File: src/rtl/sd_spi_router_if.sv
`default_nettype none
// ============================================================================
//  Module      : sd_spi_router_if
//  Description : Bus bundle for sd_spi_router. It carries the core's SPI
//                master, the physical SD card pins, the per-slot virtual
//                sd_card chip selects and data, the HPS mount notifications,
//                and the route and activity status.
//                  slave  : router side. It drives miso, sd_*, vss, sel, act_*.
//                  master : environment side (core, cards, HPS, LEDs).
//  Revision    : 1.0  initial release
// ============================================================================
interface sd_spi_router_if #(
  parameter int CHANNELS = 2
);
  localparam int SEL_W = $clog2(CHANNELS + 1);

  // HPS image notifications, one bit per virtual slot
  logic [CHANNELS-1:0] img_mounted;
  logic [CHANNELS-1:0] img_present;

  // core SPI master
  logic ss;
  logic sck;
  logic mosi;
  logic miso;

  // physical card
  logic sd_cs;
  logic sd_sck;
  logic sd_mosi;
  logic sd_miso;

  // virtual cards
  logic [CHANNELS-1:0] vss;
  logic [CHANNELS-1:0] vmiso;

  // status
  logic [SEL_W-1:0] sel;
  logic act_phys;
  logic act_virt;

  modport slave (
    input  img_mounted, img_present,
    input  ss, sck, mosi,
    output miso,
    output sd_cs, sd_sck, sd_mosi,
    input  sd_miso,
    output vss,
    input  vmiso,
    output sel, act_phys, act_virt
  );

  modport master (
    output img_mounted, img_present,
    output ss, sck, mosi,
    input  miso,
    input  sd_cs, sd_sck, sd_mosi,
    output sd_miso,
    input  vss,
    output vmiso,
    input  sel, act_phys, act_virt
  );
endinterface
`default_nettype wire

File: src/rtl/sd_spi_router.sv
`default_nettype none
// ============================================================================
//  Module      : sd_spi_router
//  Description : Routes the core's SPI master either to the physical SD card
//                (sel = 0) or to virtual image slot sel-1. A mount or unmount
//                is first latched as a pending request and then applied to
//                sel. Activity timers for the physical and virtual paths
//                drive the LED indicators.
//  Ports       : clock        system clock
//                reset        synchronous, active-low
//                bus.slave    SPI, card, image and status signals
//                             (see sd_spi_router_if)
//  Parameters  : CHANNELS     virtual slots, 1..8
//                TIMEOUT      activity hold time in clocks
//                IDLE_CYCLES  ss-high cycles required before a switch
//  Config      : SD_ROUTER_IDLE_SWITCH_EN
//                  defined   - switch only after IDLE_CYCLES of ss high
//                  undefined - apply pending request on the next cycle
//  Revision    : 1.0  initial release
// ============================================================================
module sd_spi_router #(
  parameter int CHANNELS    = 2,
  parameter int TIMEOUT     = 1000000,
  parameter int IDLE_CYCLES = 8
) (
  input  wire logic         clock,
  input  wire logic         reset,
  sd_spi_router_if.slave    bus
);

  localparam int SEL_W = $clog2(CHANNELS + 1);
  localparam int TMR_W = (TIMEOUT < 1) ? 1 : $clog2(TIMEOUT + 1);
  localparam logic [TMR_W-1:0] TMR_MAX = TMR_W'(TIMEOUT);

  // --------------------------------------------------------------------------
  // Route state
  // --------------------------------------------------------------------------
  logic [SEL_W-1:0] sel;
  logic [SEL_W-1:0] pend_sel;
  logic             pend_valid;
  logic             idle_ok;
  logic             apply;

  // --------------------------------------------------------------------------
  // Mount decode: only the lowest set img_mounted bit is considered
  // --------------------------------------------------------------------------
  logic             mnt_hit;
  logic             mnt_present;
  logic [SEL_W-1:0] mnt_slot;

  always_comb begin
    mnt_hit     = 1'b0;
    mnt_present = 1'b0;
    mnt_slot    = '0;
    // Scan downwards so the lowest set bit is the one that sticks
    for (int k = CHANNELS - 1; k >= 0; k--) begin
      if (bus.img_mounted[k]) begin
        mnt_hit     = 1'b1;
        mnt_present = bus.img_present[k];
        mnt_slot    = SEL_W'(k + 1);
      end
    end
  end

  // --------------------------------------------------------------------------
  // Idle qualification
  // --------------------------------------------------------------------------
`ifdef SD_ROUTER_IDLE_SWITCH_EN
  localparam int IDLE_W = (IDLE_CYCLES < 1) ? 1 : $clog2(IDLE_CYCLES + 1);
  localparam logic [IDLE_W-1:0] IDLE_MAX = IDLE_W'(IDLE_CYCLES);

  logic [IDLE_W-1:0] idle_cnt;

  always_ff @(posedge clock) begin
    if (!reset) begin
      idle_cnt <= '0;
    end else if (!bus.ss) begin
      idle_cnt <= '0;
    end else if (idle_cnt != IDLE_MAX) begin
      idle_cnt <= idle_cnt + 1'b1;
    end
  end

  assign idle_ok = (idle_cnt == IDLE_MAX);
`else
  // Legacy behaviour: no idle window. IDLE_CYCLES is kept only so the
  // parameter list is identical in both builds; the expression is always true.
  assign idle_ok = (IDLE_CYCLES >= 0);
`endif

  assign apply = pend_valid & idle_ok;

  // --------------------------------------------------------------------------
  // Pending request and route register.
  // The mount branch comes after the apply branch, so a mount arriving in the
  // same cycle as an apply re-arms pend_* for a later window.
  // --------------------------------------------------------------------------
  always_ff @(posedge clock) begin
    if (!reset) begin
      sel        <= '0;
      pend_sel   <= '0;
      pend_valid <= 1'b0;
    end else begin
      if (apply) begin
        sel        <= pend_sel;
        pend_valid <= 1'b0;
      end
      if (mnt_hit) begin
        if (mnt_present) begin
          pend_sel   <= mnt_slot;
          pend_valid <= 1'b1;
        end else if ((sel == mnt_slot) || (pend_sel == mnt_slot)) begin
          // Unmount of the active or pending slot: fall back to physical
          pend_sel   <= '0;
          pend_valid <= 1'b1;
        end
      end
    end
  end

  // --------------------------------------------------------------------------
  // Combinational routing from the registered sel
  // --------------------------------------------------------------------------
  logic phys_sel;
  logic miso_rt;

  assign phys_sel    = (sel == '0);
  assign bus.sd_cs   = bus.ss | ~phys_sel;
  assign bus.sd_sck  = bus.sck & phys_sel;
  assign bus.sd_mosi = bus.mosi & phys_sel;

  generate
    for (genvar k = 0; k < CHANNELS; k++) begin : g_vss
      assign bus.vss[k] = bus.ss | (sel != SEL_W'(k + 1));
    end
  endgenerate

  // The loop form keeps every index in range even for an illegal sel value
  always_comb begin
    miso_rt = bus.sd_miso;
    for (int k = 0; k < CHANNELS; k++) begin
      if (sel == SEL_W'(k + 1)) begin
        miso_rt = bus.vmiso[k];
      end
    end
  end

  assign bus.miso = miso_rt;
  assign bus.sel  = sel;

  // --------------------------------------------------------------------------
  // Activity detection.
  // mosi and the routed miso are sampled once. Each sample is then compared
  // with a one-cycle delayed copy, so an input change in cycle n clears the
  // timer at the end of cycle n+1 and act_* rises in cycle n+2.
  // --------------------------------------------------------------------------
  logic             mosi_q, mosi_d;
  logic             miso_q, miso_d;
  logic             spi_edge;
  logic [TMR_W-1:0] tmr_p;
  logic [TMR_W-1:0] tmr_v;

  always_ff @(posedge clock) begin
    if (!reset) begin
      mosi_q <= 1'b0;
      mosi_d <= 1'b0;
      miso_q <= 1'b0;
      miso_d <= 1'b0;
    end else begin
      mosi_q <= bus.mosi;
      mosi_d <= mosi_q;
      miso_q <= miso_rt;
      miso_d <= miso_q;
    end
  end

  assign spi_edge = (mosi_q ^ mosi_d) | (miso_q ^ miso_d);

  always_ff @(posedge clock) begin
    if (!reset) begin
      tmr_p <= TMR_MAX;
      tmr_v <= TMR_MAX;
    end else begin
      if (spi_edge && phys_sel) begin
        tmr_p <= '0;
      end else if (tmr_p != TMR_MAX) begin
        tmr_p <= tmr_p + 1'b1;
      end

      if (spi_edge && !phys_sel) begin
        tmr_v <= '0;
      end else if (tmr_v != TMR_MAX) begin
        tmr_v <= tmr_v + 1'b1;
      end
    end
  end

  assign bus.act_phys = (tmr_p < TMR_MAX);
  assign bus.act_virt = (tmr_v < TMR_MAX);

endmodule
`default_nettype wire

File: src/flat_wrapper.sv
// flat-port wrapper written by rule: the top's interface ports become plain ports
module sd_spi_router_flat 
#(
  parameter int CHANNELS    = 2,
  parameter int TIMEOUT     = 1000000,
  parameter int IDLE_CYCLES = 8
)
  (clock, reset, bus_img_mounted, bus_img_present, bus_ss, bus_sck, bus_mosi, bus_miso, bus_sd_cs, bus_sd_sck, bus_sd_mosi, bus_sd_miso, bus_vss, bus_vmiso, bus_sel, bus_act_phys, bus_act_virt);
  sd_spi_router_if #(.CHANNELS(CHANNELS)) bus_i ();
  input  wire logic clock;
  input  wire logic reset;
  input wire logic [$bits(bus_i.img_mounted)-1:0] bus_img_mounted;
  input wire logic [$bits(bus_i.img_present)-1:0] bus_img_present;
  input wire logic [$bits(bus_i.ss)-1:0] bus_ss;
  input wire logic [$bits(bus_i.sck)-1:0] bus_sck;
  input wire logic [$bits(bus_i.mosi)-1:0] bus_mosi;
  output wire logic [$bits(bus_i.miso)-1:0] bus_miso;
  output wire logic [$bits(bus_i.sd_cs)-1:0] bus_sd_cs;
  output wire logic [$bits(bus_i.sd_sck)-1:0] bus_sd_sck;
  output wire logic [$bits(bus_i.sd_mosi)-1:0] bus_sd_mosi;
  input wire logic [$bits(bus_i.sd_miso)-1:0] bus_sd_miso;
  output wire logic [$bits(bus_i.vss)-1:0] bus_vss;
  input wire logic [$bits(bus_i.vmiso)-1:0] bus_vmiso;
  output wire logic [$bits(bus_i.sel)-1:0] bus_sel;
  output wire logic [$bits(bus_i.act_phys)-1:0] bus_act_phys;
  output wire logic [$bits(bus_i.act_virt)-1:0] bus_act_virt;
  assign bus_i.img_mounted = bus_img_mounted;
  assign bus_i.img_present = bus_img_present;
  assign bus_i.ss = bus_ss;
  assign bus_i.sck = bus_sck;
  assign bus_i.mosi = bus_mosi;
  assign bus_miso = bus_i.miso;
  assign bus_sd_cs = bus_i.sd_cs;
  assign bus_sd_sck = bus_i.sd_sck;
  assign bus_sd_mosi = bus_i.sd_mosi;
  assign bus_i.sd_miso = bus_sd_miso;
  assign bus_vss = bus_i.vss;
  assign bus_i.vmiso = bus_vmiso;
  assign bus_sel = bus_i.sel;
  assign bus_act_phys = bus_i.act_phys;
  assign bus_act_virt = bus_i.act_virt;
  sd_spi_router #(.CHANNELS(CHANNELS), .TIMEOUT(TIMEOUT), .IDLE_CYCLES(IDLE_CYCLES)) u_core (.clock(clock), .reset(reset), .bus(bus_i));
endmodule
File: config.mk
export PLATFORM = sky130hd
export DESIGN_NAME = sd_spi_router_flat
export DESIGN_NICKNAME = d
export VERILOG_FILES = /design/src/rtl/sd_spi_router_if.sv /design/src/rtl/sd_spi_router.sv /design/src/flat_wrapper.sv
export SDC_FILE = /design/constraint.sdc
export NUM_CORES = 1
export LEC_CHECK = 0
export BUFFER_PORTS_ARGS = -buffer_cell sky130_fd_sc_hd__buf_2
export CORE_ASPECT_RATIO = 1.5
export CORE_MARGIN = 2
export CORE_UTILIZATION = 40
export CTS_CLUSTER_SIZE = 25
export DETAILED_ROUTE_END_ITERATION = 10
export GPL_TIMING_DRIVEN = 0
export PLACE_DENSITY = 0.56
export RECOVER_POWER = 100
export SYNTH_ARGS = -nofsm -noshare
export SYNTH_HDL_FRONTEND = slang
export SYNTH_SLANG_ARGS = --single-unit
File: constraint.sdc
create_clock -name clock -period 2.2 [get_ports clock]
set_input_delay 0.11 -clock clock [delete_from_list [all_inputs] [get_ports clock]]
set_output_delay 0.11 -clock clock [all_outputs]
set_load 0.02 [all_outputs]
# After elaboration in Yosys (flattened, before gate mapping)

Cells that the tools add are included.

Add/subtract/negate cells: 2
Bitwise operators: 10
Reduce and logical (&&, ||, !) cells: 12
Multiplexer cells: 16
Order comparisons: 2
Equality and inequality tests: 8

Operator list:

| cell                  | count |
|---|---|
| $mux 20               | 4 |
| $add 20x1->20 const B | 2 |
| $lt 20x20->1 const B  | 2 |
| $ne 20x20->1 const B  | 2 |
| $mux 1                | 8 |
| $mux 2                | 4 |
| $reduce_bool 2->1     | 3 |
| $eq 2x2->1            | 2 |
| $or 1x1->1            | 4 |
| $reduce_and 2->1      | 2 |
| $reduce_or 2->1       | 2 |
| $and 1x1->1           | 2 |
| $eq 2x1->1 const B    | 1 |
| $eq 2x2->1 const B    | 1 |
| $logic_and 1x1->1     | 2 |
| $logic_not 2->1       | 1 |
| $ne 2x1->1 const B    | 1 |
| $ne 2x2->1 const B    | 1 |
| $not 1->1             | 2 |
| $xor 1x1->1           | 2 |
| $logic_not 1->1       | 1 |
| $logic_or 1x1->1      | 1 |

Input port bits: 12
Register bits after elaboration: 49
Word-level logic and storage cells: 61
Output and inout bits: 10

# Logic depth before layout (Yosys ltp)

Gate-level depths: netlist of run 1.

Word-level depth: 6
Gate-level depth with buffers: 6
Depth with buffers taken out: 6

# Worst setup path before layout of run 1

Ideal clock, no wire load.

Path kind: register -> register
Start point: reg u_core.sel[0], in the netlist u_core.bus.sel[0]
End point: reg u_core.tmr_v[0]
Stages on the path, launching flop included: 7
Period minus slack after synthesis: 1569 ps
Slack: 631 ps
Required time: 2083 ps
Data arrival time: 1452 ps
Buffers on the path: 2
Library setup time: 117 ps
Path through: dfxtp_1 buf_2 nor2_1 a21oi_1 nand2b_1 buf_2 nor2_1

Longest elaborated chain between the ends: 4

Ends and longest elaborated chain:

| item                             | RTL line             | text |
|---|---|---|
| from (decl)                      | sd_spi_router.sv:38  | `logic [SEL_W-1:0] sel;` |
| from (signal assigned)           | sd_spi_router.sv:105 | `sel <= pend_sel;` |
| $logic_not 2->1                  | sd_spi_router.sv:127 | `assign phys_sel = (sel == '0);` |
| $logic_not 1->1                  | sd_spi_router.sv:190 | `if (spi_edge && !phys_sel) begin` |
| $logic_and 1x1->1                | sd_spi_router.sv:190 |  |
| $reduce_or 2->1 (no source line) | n/a                  |  |
| to (signal assigned)             | sd_spi_router.sv:193 | `tmr_v <= tmr_v + 1'b1;` |
| to (decl)                        | sd_spi_router.sv:161 | `logic [TMR_W-1:0] tmr_v;` |

No other way between the ends.
A chain may end at the register's enable or synchronous reset.

# Worst setup path in the final report of run 1

Start point: reg u_core.tmr_v[10]
End point: out bus_act_virt

Longest elaborated chain between the ends: 1

Ends and longest elaborated chain:

| item         | RTL line             | text |
|---|---|---|
| $lt 20x20->1 | sd_spi_router.sv:199 | `assign bus.act_virt = (tmr_v < TMR_MAX);` |
| to (decl)    | flat_wrapper.sv:26   | `output wire logic [$bits(bus_i.act_virt)-1:0] bus_act_virt;` |

No other way between the ends.

==> out/qor.csv, run 1 <==
stage,metric,value,unit
status,status,"finished, final reports clean",
sta,Final Max Tran Viols,0,
hold_path,worst min path class,in2reg,
sta,RSZ-0062 raised after global routing,false,
cells_and_area,Post-Layout Cell Count,380,
detailed_routing,DR DRC count,0,
detailed_routing,Routed met2 length,2550,um
power,Net Sw Frac,0.2552,
detailed_routing,M1 wire length,2144,um
synthesis,Yosys top cell area share,0.4107,
worst_setup_path,R2R Path Start,u_core.tmr_p[2],
cells_and_area,Final nets,323,
cts,clock-pin transition on the worst setup and hold timing paths,0.09,ns
detailed_routing,top sig layer,met4,
detailed_routing,routed wl met3,90,um
sta,Peak Freq,0.5217,GHz
floorplanning,width of the die,67.10,um
detailed_routing,DR pass1 iterations,4,
detailed_routing,vias post-DR,1951,
floorplanning,die area,0.006618,mm^2
worst_setup_path,Reg2Reg Capture Point,u_core.tmr_p[17],
cts,CTS tree,done,
cells_and_area,number of fill cells in the layout,614,
worst_setup_path,"slowest stage delay, CP",0.54,ns
floorplanning,Initial Util,0.4128,
synthesis,YS warnings,0,
worst_setup_path,crit path DAT,1.81,ns
cts,CTS root buf,clkbuf_8,
power,sw power,0.4845,mW
synthesis,register area share after synthesis,0.4107,
synthesis,number of synthesized flops with an enable pin,0,
cells_and_area,Util after Layout,0.4587,
synthesis,leading area contributor after synthesis,dfxtp_1,
detailed_routing,DR iter-0 viols,68,
sta,Final TNS setup,0,ns
floorplanning,core area,0.005786,mm^2
worst_setup_path,Setup crit end,bus_act_virt,
cells_and_area,ANT cells,0,
global_routing,largest net degree at the start of global routing,15,
power,Pwr Density,715.5,mW/mm^2
power,Logic pwr share,0.131,
sta,WHS,0.03240,ns
power,Peak VDD IR,0.4761,mV
synthesis,"Distinct cells, synth",39,
sta,worst-margin pin slew,0.5778,ns
power,Clk pwr share,0.351,
cts,Post-CTS Setup Bufs,0,
place,Buffers on Ports,21,
worst_setup_path,worst path cell trace,nor4_1 > a21boi_0 > o21ai_0 > clkbuf_1,
sta,clock skew,0.009563,ns
worst_setup_path,crit path launch,u_core.tmr_v[10],
cts,post-cts gate resize count,0,
synthesis,Seq cells post-synth,49,
detailed_routing,Avg WL per Cell,12.86,um
synthesis,Mapped Cells,279,
place,DP Area,0.002584,mm^2
cts,Hold Buf Count CTS,0,
sta,period utilization,0.8713,
power,Internal,1.414,mW
global_routing,total track usage,0.1601,
worst_setup_path,CP max stage cell,nor4_1,
place,GP Congestion,0.7968,
synthesis,mapped cell area,0.002389,mm^2
detailed_routing,routed wire length,4888,um
synthesis,Synth area leaders,"dfxtp_1 (41%), xnor2_1 (7.3%), nor2_1 (5.3%), xor2_1 (5.1%), o21ai_0 (4.6%)",
detailed_routing,vias per cell,5.134,
synthesis,ys async rst share,0,
cts,total CTS buffers,5,
synthesis,commonest cells in the synthesized netlist,"dfxtp_1 (49), nor2_1 (34), o21ai_0 (22), xnor2_1 (20), nand3_1 (17)",
worst_setup_path,CP Max Fanout,5,
place,DP Wirelength,3606,um
cts,clk_lat worst skew,0.30,ns
cells_and_area,P&R area growth vs syn,11.11,%
floorplanning,num ports,22,
cells_and_area,share of cells above drive strength 1,0.09091,
floorplanning,FP Rows,34,
global_routing,initial antenna violation count,0,
global_routing,total grt overflow,0,
synthesis,most frequent cell after synthesis,dfxtp_1,
sta,Rel. slew slack,0.6112,
sta,final hold violation count,0,
sta,Final min period,1.917,ns
flow_run,maxcap violations,0,
detailed_routing,"antenna viol nets, final",0,
cts,H-tree levels,2,
worst_setup_path,worst r2r path cells,6,
worst_setup_path,type of element capturing the critical path,output pin,
sta,setup violators final,0,
power,sequential power share,0.517,
global_routing,vias in the first global route,1896,
synthesis,ys flop type,dfxtp_1,
worst_setup_path,CP Class,reg2out,
cts,clock tree buffer depth,2,
cts,CTS Sinks,49,
worst_setup_path,flop2flop setup slack,0.29,ns
worst_setup_path,CP Launch Type,register,
cells_and_area,final instance area,0.002654,mm^2
synthesis,syn_nets,295,
floorplanning,die height,98.64,um
synthesis,"Avg Cell Area, Syn",8.561,um^2
global_routing,global-route wire length before repair,8355,um
worst_setup_path,Worst EP required,2.09,ns
power,leakage power,0.9196,nW
place,Placed Cells incl. Taps,372,
-- per-layer routing --
layer | GRT usage | vias up
li1 | - | 1021
met1 | 0.1771 | 908
met2 | 0.2879 | 15
met3 | 0.03082 | 7
met4 | 0.06750 | 0
met5 | 0 | -
-- kinds of logic after synthesis --
logic type | after synthesis | synth area share
multiplexers | 5 | 0.02095
AO/OA/AOI/OAI | 42 | 0.1006
flip-flops | 49 | 0.4107
buffers and inverters | 20 | 0.03405
adder cells (fa/ha/maj) | 4 | 0.02095
XOR/XNOR | 34 | 0.1247
AND/OR/NAND/NOR | 125 | 0.2881
-- state kept, by name, summed over array words and instances (netlist names), 2 cells and up --
signal	cells
u_core.tmr_p	20
u_core.pend_sel	2
u_core.tmr_v	20
u_core.bus.sel	2
-- power groups by stage --
stage	registers, mW	clock network [mW]	logic, mW
2_1_floorplan	0.992	0	0.198
3_3_place_gp	1.00	0	0.258
3_5_place_dp	1.00	0	0.260
4_1_cts	0.983	0.686	0.263
5_1_grt	0.990	0.722	0.284
6_report	0.982	0.667	0.250
-- cell usage in the layout, fill, tap and decap left out, types with 2 or more instances in the layout --
| master | count |
|---|---|
| nor4_1 | 5 |
| nor3_1 | 5 |
| xor2_1 | 14 |
| inv_1 | 13 |
| buf_2 | 14 |
| nand3_1 | 17 |
| nand4_1 | 10 |
| a21boi_0 | 2 |
| dfxtp_1 | 49 |
| and3_1 | 4 |
| o31ai_1 | 2 |
| nor2_1 | 34 |
| and2_1 | 3 |
| xnor2_1 | 20 |
| or3_1 | 8 |
| ha_1 | 4 |
| clkbuf_8 | 6 |
| mux2i_1 | 5 |
| and2_0 | 4 |
| nand2b_1 | 3 |
| nand2_1 | 15 |
| nor2b_1 | 7 |
| or2_2 | 2 |
| clkbuf_1 | 14 |
| o21ai_0 | 23 |
| and4_1 | 4 |
| a21oi_1 | 9 |
-- critical path, delay by kind of cell (launching register included) --
family | cells | cell delay (ns)
flip-flops | 1 | 0.36
buffers and inverters | 1 | 0.25
AO/OA/AOI/OAI | 2 | 0.37
AND/OR/NAND/NOR | 1 | 0.54
-- stage by stage --
stage	setup slack, ns	power, mW
after floorplan	0.6306	1.190
after global placement	0.3762	1.260
after detailed placement	0.3767	1.263
after CTS	0.3718	1.931
after global routing	0.1236	1.996
final	0.2832	1.899
-- final cells by class --
type	count	area (um^2)	area share
Buffer	7	31.28	0.01179
Clock buffer	7	86.33	0.03253
Clock inverter	1	30.03	0.01132
Inverter	13	48.80	0.01839
Multi-Input combinational cell	210	1294	0.4875
Sequential cell	49	980.9	0.3696
Tap cell	72	90.09	0.03395
Timing Repair Buffer	21	92.59	0.03489
-- how the worst min path moves through the flow --
stage	start	end	slack, ns	cells after the start
after detailed placement	bus_mosi	u_core.mosi_q	0.34	2
after global routing	bus_mosi	u_core.mosi_q	0.03	2
final	bus_mosi	u_core.mosi_q	0.03	2
after floorplan	bus_mosi	u_core.mosi_q	0.24	1
after global placement	bus_mosi	u_core.mosi_q	0.34	2
after CTS	bus_mosi	u_core.mosi_q	0.03	2
No activity file was read; power rests on OpenSTA's default activity.
==> run 2, diff against run 1 <==
--- a/config.mk
+++ b/config.mk
@@ -7,7 +7,7 @@
 export LEC_CHECK = 0
 export BUFFER_PORTS_ARGS = -buffer_cell sky130_fd_sc_hd__buf_2
 export CORE_ASPECT_RATIO = 1.5
-export CORE_MARGIN = 2
+export CORE_MARGIN = 10
 export CORE_UTILIZATION = 40
 export CTS_CLUSTER_SIZE = 25
 export DETAILED_ROUTE_END_ITERATION = 10
==> constraint.sdc (replaced) <==
create_clock -name clock -period 2.35 [get_ports clock]
set_input_delay 0.1175 -clock clock [delete_from_list [all_inputs] [get_ports clock]]
set_output_delay 0.1175 -clock clock [all_outputs]
set_load 0.02 [all_outputs]
==> run 2 against run 1 <==
  * Critical path depth is 2 higher
  * Final cell count is 0.26% lower
  * Count of clock-buffer cells in the layout did not move
  * Die area up 44%
  * Utilization is 0.22 points lower
  * Total power down 13%
  * Worst hold slack gained 0.0074 ns
  * Routed wire length rose by 0.25%
  * Global-route usage shrank 5.7 points
  * Final area is 0.47% lower
  * Highest routed layer unchanged
==> out/qor.csv, run 2 (synthesis results as in run 1) <==
stage,metric,value,unit
detailed_routing,DR pass1 iterations,4,
sta,setup violators final,0,
floorplanning,num ports,22,
cells_and_area,final instance area,0.002641,mm^2
detailed_routing,top sig layer,met4,
status,status,"finished, final reports clean",
cells_and_area,Multi-input gate area,0.001314,mm^2
worst_setup_path,CP Launch Type,register,
cts,clk_lat worst skew,0.30,ns
worst_setup_path,crit path DAT,2.12,ns
place,Buffers on Ports,21,
place,DP Wirelength,3730,um
sta,Final min period,1.944,ns
cts,clock-pin transition on the worst setup and hold timing paths,0.08,ns
cts,CTS root buf,clkbuf_8,
power,Peak VDD IR,0.4309,mV
detailed_routing,DR DRC count,0,
detailed_routing,M1 wire length,2032,um
sta,clock skew,0.005135,ns
detailed_routing,"antenna viol nets, final",0,
cts,total CTS buffers,5,
sta,final hold violation count,0,
cts,post-cts gate resize count,0,
cells_and_area,P&R area growth vs syn,10.58,%
cts,clock tree buffer depth,2,
cts,H-tree levels,2,
cells_and_area,Largest regs,"u_core.tmr_p: 20 flops, u_core.tmr_v: 20 flops",
cells_and_area,Final nets,323,
cells_and_area,number of fill cells in the layout,618,
global_routing,vias in the first global route,1887,
cts,Post-CTS Setup Bufs,0,
floorplanning,FP Rows,34,
place,DP Area,0.002584,mm^2
detailed_routing,routed wl met3,95,um
power,leakage power,0.9234,nW
worst_setup_path,flop2flop setup slack,0.41,ns
worst_setup_path,type of element capturing the critical path,register,
floorplanning,Initial Util,0.4128,
floorplanning,die area,0.009526,mm^2
floorplanning,core area,0.005786,mm^2
sta,Peak Freq,0.5143,GHz
sta,worst-margin pin slew,0.5652,ns
sta,period utilization,0.8274,
detailed_routing,DR iter-0 viols,61,
cells_and_area,ANT cells,0,
power,Pwr Density,627.6,mW/mm^2
cts,Hold Buf Count CTS,0,
global_routing,total grt overflow,0,
detailed_routing,Routed met2 length,2675,um
sta,RSZ-0062 raised after global routing,false,
place,GP Congestion,0.7838,
cts,CTS tree,done,
global_routing,total track usage,0.1032,
worst_setup_path,Worst EP required,2.53,ns
flow_run,maxcap violations,0,
floorplanning,die height,114.6,um
cells_and_area,most frequent cells in the layout,"dfxtp_1 (49), nor2_1 (34), o21ai_0 (23)",
detailed_routing,routed wire length,4900,um
sta,Final TNS setup,0,ns
global_routing,initial antenna violation count,0,
detailed_routing,Avg WL per Cell,12.93,um
global_routing,largest net degree at the start of global routing,14,
detailed_routing,vias per cell,5.103,
sta,WHS,0.03981,ns
sta,Final Max Tran Viols,0,
cells_and_area,share of cells above drive strength 1,0.08795,
cells_and_area,Reg area,980.9,um^2
global_routing,global-route wire length before repair,8383,um
cts,CTS Sinks,49,
worst_setup_path,CP Max Fanout,10,
cells_and_area,"commonest non-fill, non-tap cell in the layout",dfxtp_1,
worst_setup_path,CP Class,reg2reg,
hold_path,worst min path class,in2reg,
floorplanning,width of the die,83.10,um
sta,Rel. slew slack,0.6197,
detailed_routing,vias post-DR,1934,
[run 2: through the flow]
stage,cells,utilization,worst slack [ns],power [mW]
after detailed placement,372,0.4466,0.4921,1.185
after CTS,379,0.4615,0.4738,1.696
final,379,0.4565,0.4055,1.658
after global placement,372,0.4466,0.5263,1.180
after global routing,379,0.4565,0.1842,1.748
after floorplan,279,-,0.7806,1.114
[run 2: report_power, final]
group	switching [mW]	internal (mW)
clock	0.266	0.234
combinational	0.134	0.105
sequential	0.0453	0.873
total	0.446	1.21
[run 2: per-layer routing]
metal  vias up  GRT usage
met4         0    0.03986
met1       900    0.09934
met5         -          0
met3         8    0.02493
met2        10     0.2035
li1       1016          -
[run 2: worst paths after layout]
kind,start,endpoint,cells past startpoint
max,u_core.bus.sel[0],u_core.tmr_p[3],6
min,bus_mosi,u_core.mosi_q,2
max reg2reg,u_core.bus.sel[0],u_core.tmr_p[3],6
min reg2reg,u_core.mosi_q,u_core.mosi_d,1
[run 2: layout make-up]
type / count / area share
Timing Repair Buffer: 21 / 0.03458
Multi-Input combinational cell: 210 / 0.4974
Buffer: 7 / 0.01137
Inverter: 13 / 0.01847
Clock buffer: 7 / 0.03269
Tap cell: 72 / 0.03411
Sequential cell: 49 / 0.3714
[run 2: worst max-delay path: stages, from the launching register on]
cell,delay (ns)
dfxtp_1,0.31
buf_2,0.17
nor2_1,0.25
a21boi_2,0.34
nand2b_1,0.25
clkbuf_1,0.40
nor2_1,0.10
==> run 3, diff against run 2 <==
--- a/config.mk
+++ b/config.mk
@@ -12,7 +12,7 @@
 export CTS_CLUSTER_SIZE = 25
 export DETAILED_ROUTE_END_ITERATION = 10
 export GPL_TIMING_DRIVEN = 0
-export PLACE_DENSITY = 0.56
+export PLACE_DENSITY = 0.59
 export RECOVER_POWER = 100
 export SYNTH_ARGS = -nofsm -noshare
 export SYNTH_HDL_FRONTEND = slang
==> constraint.sdc (replaced) <==
create_clock -name clock -period 1.7 [get_ports clock]
set_input_delay 0.085 -clock clock [delete_from_list [all_inputs] [get_ports clock]]
set_output_delay 0.085 -clock clock [all_outputs]
set_load 0.02 [all_outputs]
==> run 3 against run 2 <==
  * Critical endpoint is now u_core.tmr_v[11]
  * Die area did not move
  * Critical path type unchanged
  * Largest cell class unchanged
  * Total power rose by 40%
  * Routed wire length grew 4.8%
  * Critical path depth is 2 lower
==> out/qor.csv, run 3 (synthesis results as in run 1) <==
stage,metric,value,unit
detailed_routing,routed wire length,5133,um
worst_setup_path,worst r2r path cells,4,
global_routing,vias in the first global route,2033,
sta,RSZ-0062 raised after global routing,true,
place,DP Area,0.002584,mm^2
cts,CTS tree,done,
cells_and_area,ANT cells,0,
cells_and_area,Largest regs,"u_core.tmr_p: 20 flops, u_core.tmr_v: 20 flops",
worst_setup_path,flop2flop setup slack,0.09,ns
detailed_routing,vias per cell,5.178,
place,DP Wirelength,3799,um
cts,H-tree levels,2,
global_routing,initial antenna violation count,0,
power,Pwr Total,2.324,mW
cells_and_area,Util after Layout,0.4901,
place,GP Congestion,0.7930,
worst_setup_path,crit path launch,u_core.tmr_v[4],
cells_and_area,Post-Layout Cell Count,382,
floorplanning,num ports,22,
global_routing,total track usage,0.1129,
sta,final hold violation count,0,
floorplanning,die height,114.6,um
place,Buffers on Ports,21,
cells_and_area,"commonest non-fill, non-tap cell in the layout",dfxtp_1,
place,Placed Cells incl. Taps,372,
sta,worst-margin pin slew,0.5095,ns
detailed_routing,Avg WL per Cell,13.44,um
worst_setup_path,CP Class,reg2reg,
status,status,"finished, final reports clean",
worst_setup_path,R2R Path Start,u_core.tmr_v[4],
detailed_routing,DR pass1 iterations,4,
floorplanning,width of the die,83.10,um
cells_and_area,share of cells above drive strength 1,0.2355,
worst_setup_path,CP Max Fanout,5,
cts,total CTS buffers,5,
flow_run,maxcap violations,0,
global_routing,largest net degree at the start of global routing,14,
worst_setup_path,crit path DAT,1.84,ns
sta,period utilization,0.9460,
sta,WHS,0.01479,ns
global_routing,global-route wire length before repair,9211,um
sta,clock skew,0.008089,ns
global_routing,total grt overflow,0,
cells_and_area,Final nets,326,
hold_path,worst min path class,in2reg,
sta,setup violators final,0,
detailed_routing,DR iter-0 viols,76,
cts,CTS root buf,clkbuf_8,
sta,Final min period,1.608,ns
worst_setup_path,Reg2Reg Capture Point,u_core.tmr_v[11],
floorplanning,FP Rows,34,
cts,clk_lat worst skew,0.30,ns
cts,clock-pin transition on the worst setup and hold timing paths,0.08,ns
cells_and_area,P&R area growth vs syn,18.70,%
power,Peak VDD IR,0.4623,mV
cts,CTS Sinks,49,
cts,clock tree buffer depth,2,
detailed_routing,vias post-DR,1978,
sta,Peak Freq,0.6218,GHz
worst_setup_path,Setup crit end,u_core.tmr_v[11],
worst_setup_path,CP Launch Type,register,
floorplanning,core area,0.005786,mm^2
worst_setup_path,Worst EP required,1.93,ns
detailed_routing,"antenna viol nets, final",0,
sta,Rel. slew slack,0.6579,
cells_and_area,most frequent cells in the layout,"dfxtp_1 (35), nor2_1 (32), buf_2 (22), o21ai_0 (22), xnor2_1 (20)",
power,Pwr Density,819.8,mW/mm^2
cells_and_area,final instance area,0.002835,mm^2
floorplanning,Initial Util,0.4128,
sta,Final Max Tran Viols,0,
floorplanning,die area,0.009526,mm^2
worst_setup_path,type of element capturing the critical path,register,
detailed_routing,DR DRC count,0,
power,leakage power,1.042,nW
-- run 3: stage by stage --
| step | setup TNS [ns] | worst slack [ns] |
|---|---|---|
| 2_1_floorplan | 0 | 0.1306 |
| 5_1_grt | -0.07132 | -0.02363 |
| 3_5_place_dp | -3.129 | -0.1622 |
| 4_1_cts | 0 | 0.006715 |
| 3_3_place_gp | -2.003 | -0.1384 |
| 6_report | 0 | 0.09179 |
-- run 3: worst max-delay path, stage by stage (launching register included) --
cell,delay [ns]
dfxtp_1,0.42
nand4_2,0.19
or3_4,0.43
or3_1,0.35
a21oi_1,0.15
-- run 3: how the worst min path moves through the flow --
stage | depth (start not counted) | startpoint | slack (ns) | endpoint
after floorplan | 1 | bus_mosi | 0.21 | u_core.mosi_q
after global placement | 2 | bus_mosi | 0.32 | u_core.mosi_q
after detailed placement | 2 | bus_mosi | 0.32 | u_core.mosi_q
after CTS | 2 | bus_mosi | 0.004 | u_core.mosi_q
after global routing | 2 | bus_mosi | 0.05 | u_core.mosi_q
final | 2 | bus_mosi | 0.01 | u_core.mosi_q
-- run 3: where the power goes --
part / leakage [nW] / switching, mW / internal, mW / total, mW
Sequential: 0.404 / 0.0661 / 1.21 / 1.27
Clock: 0.0443 / 0.363 / 0.323 / 0.687
Combinational: 0.593 / 0.202 / 0.161 / 0.364
Total: 1.04 / 0.632 / 1.69 / 2.32
-- run 3: repair_timing --
item / 4_1_cts / 5_1_grt
hold buffers: 0 / 0
endpoints found under the setup margin: 21 / 34
gates resized for setup: 5 / 36
cloned: 0 / 0
pin swaps: 1 / 5
setup buffers: 0 / 3
-- run 3: area by class of cell --
cell class	count	area (um^2)
flip-flops and latches	49	1001
repair buffers	24	125.1
multi-input cells	210	1446
plain buffers	7	37.54
clock buffers	7	86.33
fillers	604	2950
inverters	13	48.80
well taps	72	90.09
-- run 3: routing by layer --
metal	global-route usage	up-vias	part of all wire
met4	0.04328	0	0.014
li1	-	1020	-
met2	0.2226	16	0.58
met5	0	-	0
met3	0.02493	5	0.021
met1	0.1102	937	0.38
